--- src/rtl/seq_divider.sv ---
// Multicycle signed restoring divider for the MIPS DIV instruction.
// Quotient goes to LO and remainder to HI, WIDTH iterations per operation.
module seq_divider #(
  parameter int WIDTH = 32
) (
  input  logic             clk,
  input  logic             reset,
  input  logic             DivCtrl,
  input  logic [WIDTH-1:0] A,
  input  logic [WIDTH-1:0] B,
  output logic             DivZero,
  output logic             DivStop,
  output logic [WIDTH-1:0] HI,
  output logic [WIDTH-1:0] LO
);

  localparam int CW = $clog2(WIDTH);

  typedef enum logic [1:0] {
    IDLE,
    BUSY,
    FIX
  } state_t;

  state_t           state_q, state_d;
  logic [CW-1:0]    count_q, count_d;
  logic [WIDTH-1:0] rem_q, rem_d;
  logic [WIDTH-1:0] quo_q, quo_d;
  logic [WIDTH-1:0] dvs_q, dvs_d;
  logic [WIDTH-1:0] hi_q, hi_d;
  logic [WIDTH-1:0] lo_q, lo_d;
  logic             signQ_q, signQ_d;
  logic             signR_q, signR_d;
  logic             zero_q, zero_d;
  logic             stop_q, stop_d;

  logic [WIDTH:0]   remShift;
  logic [WIDTH-1:0] remDiff;
  logic [WIDTH-1:0] absA, absB;

  always_ff @(posedge clk or posedge reset) begin
    if (reset) begin
      state_q <= IDLE;
      count_q <= '0;
      rem_q   <= '0;
      quo_q   <= '0;
      dvs_q   <= '0;
      hi_q    <= '0;
      lo_q    <= '0;
      signQ_q <= 1'b0;
      signR_q <= 1'b0;
      zero_q  <= 1'b0;
      stop_q  <= 1'b0;
    end else begin
      state_q <= state_d;
      count_q <= count_d;
      rem_q   <= rem_d;
      quo_q   <= quo_d;
      dvs_q   <= dvs_d;
      hi_q    <= hi_d;
      lo_q    <= lo_d;
      signQ_q <= signQ_d;
      signR_q <= signR_d;
      zero_q  <= zero_d;
      stop_q  <= stop_d;
    end
  end

  // Magnitudes wrap modulo 2^WIDTH, so the most negative value stays as an unsigned 2^(WIDTH-1).
  always_comb begin
    absA     = A[WIDTH-1] ? (~A + WIDTH'(1)) : A;
    absB     = B[WIDTH-1] ? (~B + WIDTH'(1)) : B;
    remShift = {rem_q, quo_q[WIDTH-1]};
    remDiff  = remShift[WIDTH-1:0] - dvs_q;
  end

  always_comb begin
    state_d = state_q;
    count_d = count_q;
    rem_d   = rem_q;
    quo_d   = quo_q;
    dvs_d   = dvs_q;
    hi_d    = hi_q;
    lo_d    = lo_q;
    signQ_d = signQ_q;
    signR_d = signR_q;
    zero_d  = 1'b0;
    stop_d  = 1'b0;

    unique case (state_q)
      IDLE: begin
        if (DivCtrl) begin
          if (B == '0) begin
            zero_d = 1'b1;
          end else begin
            signQ_d = A[WIDTH-1] ^ B[WIDTH-1];
            signR_d = A[WIDTH-1];
            quo_d   = absA;
            dvs_d   = absB;
            rem_d   = '0;
            count_d = '0;
            state_d = BUSY;
          end
        end
      end
      BUSY: begin
        if (remShift >= {1'b0, dvs_q}) begin
          rem_d = remDiff;
          quo_d = {quo_q[WIDTH-2:0], 1'b1};
        end else begin
          rem_d = remShift[WIDTH-1:0];
          quo_d = {quo_q[WIDTH-2:0], 1'b0};
        end
        count_d = count_q + CW'(1);
        if (count_q == CW'(WIDTH - 1)) begin
          state_d = FIX;
        end
      end
      FIX: begin
        lo_d    = signQ_q ? (~quo_q + WIDTH'(1)) : quo_q;
        hi_d    = signR_q ? (~rem_q + WIDTH'(1)) : rem_q;
        stop_d  = 1'b1;
        state_d = IDLE;
      end
      default: begin
        state_d = IDLE;
      end
    endcase
  end

  assign DivZero = zero_q;
  assign DivStop = stop_q;
  assign HI      = hi_q;
  assign LO      = lo_q;

endmodule

--- config.mk ---
export PLATFORM = sky130hd
export DESIGN_NAME = seq_divider
export DESIGN_NICKNAME = d
export VERILOG_FILES = /design/src/rtl/seq_divider.sv
export SDC_FILE = /design/constraint.sdc
export NUM_CORES = 1
export LEC_CHECK = 0
export ABC_AREA = 0
export CELL_PAD_IN_SITES_DETAIL_PLACEMENT = 2
export CELL_PAD_IN_SITES_GLOBAL_PLACEMENT = 2
export CORE_UTILIZATION = 35
export DETAILED_ROUTE_END_ITERATION = 12
export HOLD_SLACK_MARGIN = 0.12
export PLACE_DENSITY_LB_ADDON = 0.08
export SLEW_MARGIN = 20
export SYNTH_ARGS = -nofsm -noshare
export SYNTH_HDL_FRONTEND = slang
export SYNTH_SLANG_ARGS = --single-unit
export TNS_END_PERCENT = 30
--- constraint.sdc ---
create_clock -name clk -period 6.62 [get_ports clk]
set_input_delay 1.324 -clock clk [delete_from_list [all_inputs] [get_ports clk]]
set_output_delay 1.324 -clock clk [all_outputs]
set_load 0.05 [all_outputs]
; Yosys cells after proc, flatten, opt, wreduce, memory -nomap -nowiden
; Index checks and enable logic that the tools add are counted.
[totals]
register_bits = 171
in_bits = 67
out_inout_bits = 66
elab_cells = 59
[classes]
addsub = 6
order_cmp = 1
n_eq_ne = 6
n_mux = 23
n_bitwise = 6
n_reduce_logical = 6
[op_table]
columns = op, n
row1 = 32-bit 2-to-1 mux, 9
row2 = "32-bit by 1-bit adder with 32-bit output, second input constant", 4
row3 = 32-bit NOT, 4
row4 = 32-bit one-hot mux with 2 select lines, 2
row5 = 33-bit by 32-bit >= comparator with 1-bit output, 1
row6 = 32-bit logical NOT, 1
row7 = 32-bit subtractor, 1
row8 = 5-bit 2-to-1 mux, 2
row9 = 5-bit one-hot mux with 2 select lines, 1
row10 = 3-bit AND reduction, 3
row11 = 2-bit 2-to-1 mux, 3
row12 = "2-bit != test, second input constant", 3
row13 = "5-bit by 1-bit adder with 5-bit output, second input constant", 1
row14 = "5-bit equality test, second input constant", 1
row15 = 1-bit 2-to-1 mux, 5
row16 = 2-bit one-hot mux with 2 select lines, 1
row17 = "2-bit by 1-bit equality test with 1-bit output, second input constant", 1
row18 = "2-bit equality test, second input constant", 1
row19 = 2-bit logical NOT, 1
row20 = 2-bit nonzero test, 1
row21 = 1-bit NOT, 1
row22 = 1-bit XOR, 1

; Longest topological paths before layout
[depth]
ltp_word = 6
mapped_depth = 14
depth_no_buf = 13

; Worst setup path after synthesis
; No wires, ideal clock.
[synth_timing]
kind = input -> register
from = in A[10]
to = reg quo_q[27]
setup_ns = 0.126
t_arrival_ns = 3.503
required_time_ns = 6.494
path_slack_ns = 2.991
cell_stages = 8
path_buffers = 0
cell_sequence = or4_1 -> or4_1 -> or3_1 -> o31ai_4 -> nand2_1 -> xnor2_1 -> nor2_1 -> a221o_1
[synth_between]
elab_chain_len = 6
[synth_rtl]
columns = item, line
row1 = start: declaration, 9  ; input logic [WIDTH-1:0] A,
row2 = 32-bit NOT, 71  ; absA = A[WIDTH-1] ? (~A + WIDTH'(1)) : A;
row3 = 32-bit by 1-bit adder with 32-bit output, 71
row4 = 32-bit 2-to-1 mux, 71
row5 = 32-bit 2-to-1 mux, 93  ; if (B == '0) begin
row6 = 32-bit 2-to-1 mux, 92  ; if (DivCtrl) begin
row7 = 32-bit one-hot mux with 2 select lines, 90  ; unique case (state_q)
row8 = end signal: assignment, 58  ; quo_q <= quo_d;
row9 = end: declaration, 28  ; logic [WIDTH-1:0] quo_q, quo_d;
; No other way between the ends. The select of a mux whose other input is x is not followed.
; A chain may end at the register's enable or synchronous reset.

; Final worst setup path
[layout_timing]
from = in B[11]
to = reg rem_q[14]
[layout_between]
elab_chain_len = 3
[layout_rtl]
columns = item, line
row1 = start: declaration, 10  ; input logic [WIDTH-1:0] B,
row2 = 32-bit logical NOT, 93
row3 = 2-bit != test (no line), --
row4 = 3-bit AND reduction (no line), --
row5 = end signal: assignment, 57  ; rem_q <= rem_d;
row6 = end: declaration, 27  ; logic [WIDTH-1:0] rem_q, rem_d;
; No other way between the ends.

==> metrics <==
status finished clean; Final #Nets 1501; CORE AREA slightly above 30000 um^2; Critical Path AT 4.78 ns; Die Wd about 180 um; First DRT Iteration DRCs 348; CTS tree yes; number of fillers in the final layout between 3000 and 4000; worst path cell trace clkdlybuf4s50_1, or4_4, nor4_4, nand4_1, or4_1, a21oi_1, or2_2, buf_4, nand2_1, o21ai_0; IO Count 133; gr busiest metal met2; die area between 30000 and 40000 um^2; CP Max Fanout 36; crit end category flop; Antenna Nets Post-Route 0; Vias 9794; Fin Setup TNS 0 ns; count leader, synth nand2_1; layout cell share with drive strength beyond 1 0.0511; share of the synthesized area in the top cell type 0.385; Post-Syn Area about 11000 um^2; crit-path leading delay family simple AND/OR/NAND/NOR gates; Slew HR 0.309; GRT Total Usage 0.219; critical path startpoint B[11]; maximum VDD drop ~0.26 mV; number of max-cap violations 0; switching share of total power 0.471; vias per cell 5.43; sequential area share after synthesis 0.385; Area Overhead vs Synth 19.9%; port bufs 132; cells after synthesis approximately 1300; GRT met1 Usage 0.329; TritonCTS Buffers 17; Critical-path top delay cell or2_2; P_int around 0.0036 W; Routed wire per std cell around 19 um; RSZ-0062 raised after global routing no; setup slack, reg-to-reg ~2.5 ns; Root Buffer clkbuf_16; WL final approximately 34 mm; hpwl dp ~26 mm; top cells by count, synth 201 x nand2_1, 182 x o21ai_0, 171 x dfrtp_1, 86 x nor2_1, 76 x xor2_1; share of power burned in the clock network 0.156; Critical Path Start Type primary input; Remaining DRCs 0; Starting Density 0.360; fin. max-slew vios 0; fin crit period 4.43 ns; Yosys cell types 72; Synth Area per Inst roughly 8.5 um^2; hold buffer count at cts 0; Crit path buffers/inverters 2; Hold Fails Final Rpt 0; Worst Max-Slew Pin Slew between 1 and 1.5 ns; Setup CP Type in2reg; Row Count 64; gpl congestion roughly 0.8; Pwr Density 511 nW/um^2; register bit total from synthesis between 150 and 200; Sw Pwr about 0.0032 W; PostCTS Resize Cnt 0; critical path depth 10; overall power 0.00681 W; clk buf depth 2; Comb pwr share 0.561; top cells by area, synth dfrtp_1 38%, o21ai_0 8.2%, nand2_1 6.8%; period utilisation layout 0.669; Post-CTS Setup Bufs 0; initial antenna violation count 0; Critical Path RT between 6 and 7 ns; GRT Residual Overflow 0; Async SR Flop Fraction 1.00; H-tree depth 4; largest net degree at the start of global routing approximately 110; worst stage delay on the critical path approximately 0.63 ns; Achievable Freq about 0.23 GHz; CTS Sinks about 170; Reg2Reg Capture Point rem_q[26]; largest area contributor in the netlist dfrtp_1; diodes inserted 0; leakage around 5.6 nW; final setup vio count 0; R2R depth 10; first-pass GRT wire length 57.2 mm; Post-synth EDFFs 0; DR pass1 iterations 4; clock skew 0.0101 ns; Ys Warns 0; clock slew seen by the registers of the worst setup and hold paths about 0.070 ns; number of global-route vias before repair 10300; M2 GR Usage 0.335; Worst Setup EP rem_q[14]; reg2reg start rem_q[11]; top_reg_cell synth dfrtp_1; Hold WC Path Type reg2reg; Skew-Pair Late Insertion Delay roughly 0.44 ns; met3 Use GR 0.0261; post-synth net total ~1400; Flop pwr share 0.283; Die H ~180 um
## cell type report
| type | instances | area [um^2] | share of cell area |
|---|---|---|---|
| multi-input combinational | 1005 | 6310 | 0.473 |
| sequential | 171 | 4280 | 0.321 |
| timing repair buffer | 144 | 1420 | 0.107 |
| tap | 396 | 495 | 0.0372 |
| clock buffer | 20 | 447 | 0.0335 |
| inverter | 56 | 215 | 0.0161 |
| clock inverter | 12 | 160 | 0.0120 |
## worst min-delay path, cell delays in order, from the launching register on
cell and delay, ns:
dfrtp_1 0.34, nand2_1 0.05, o21ai_0 0.06
## per-layer routing
metal  vias to the layer above  routed length (um)
met3                        22                 841
met4                         0                 289
li1                       4752                   -
met1                      4885               18000
met5                         -                   0
met2                       135               15200
## through the flow
stage                      util  hold slack [ns]  cells  setup slack, ns  instance area [um^2]
after floorplan               -            0.450   1302            0.664                 11100
after global placement    0.412            0.460   1772             1.83                 12700
after detailed placement  0.412            0.472   1772             1.74                 12700
after CTS                 0.431            0.489   1804             2.18                 13300
after global routing      0.431            0.509   1804             1.96                 13300
final                     0.431            0.480   1804             2.19                 13300
## power groups by stage
stage	sequential, W	clock [W]	combinational, W
after floorplan	0.00170	0	0.00294
after global placement	0.00191	0	0.00363
after detailed placement	0.00194	0	0.00378
after CTS	0.00192	0.00109	0.00385
after global routing	0.00199	0.00112	0.00427
final	0.00193	0.00106	0.00382
## cells by family after synthesis
logic type	count (synthesis)	synth area share
simple gates	427	0.182
compound gates	376	0.209
flops	171	0.385
xor+xnor	145	0.114
buf+inv	126	0.0493
fa+ha+maj	39	0.0445
mux	18	0.0162
## cell usage in the layout (no fill, tap or decap), types with 7 or more instances in the layout
master,synthesis,layout
xnor2_1,69,69
dfrtp_1,171,171
o22ai_1,19,19
ha_1,38,38
nor3_1,13,13
a21oi_1,47,47
nor4_1,8,8
a21o_1,11,11
nand4_1,10,10
or4_1,15,15
clkbuf_16,0,17
nand2_1,201,201
o31ai_1,29,29
nand2b_1,14,13
xor2_1,76,76
clkdlybuf4s50_1,0,132
o21ai_0,182,182
o41ai_1,16,16
a22o_1,7,7
or3_1,19,19
nand3_1,18,17
a22oi_1,7,7
nor2_1,86,86
mux2i_1,18,18
o21bai_1,8,8
inv_1,56,55
nor2b_1,12,10
buf_4,6,11
## sequential cells by signal, summed over array words and instances, names as in the netlist
register  flops
rem_q        32
DivZero       1
dvs_q        32
DivStop       1
LO           32
state_q       2
signR_q       1
count_q       5
signQ_q       1
HI           32
quo_q        32
## worst min path at each step
stage | startpoint | to | slack, ns | cells past startpoint
after detailed placement | LO[19] | LO[19] | 0.47 | 2
after CTS | LO[19] | LO[19] | 0.49 | 2
after floorplan | dvs_q[14] | dvs_q[14] | 0.45 | 2
after global placement | LO[27] | LO[27] | 0.46 | 2
after global routing | HI[14] | HI[14] | 0.51 | 2
final | HI[15] | HI[15] | 0.48 | 2
No activity file was read; power rests on OpenSTA's default activity.
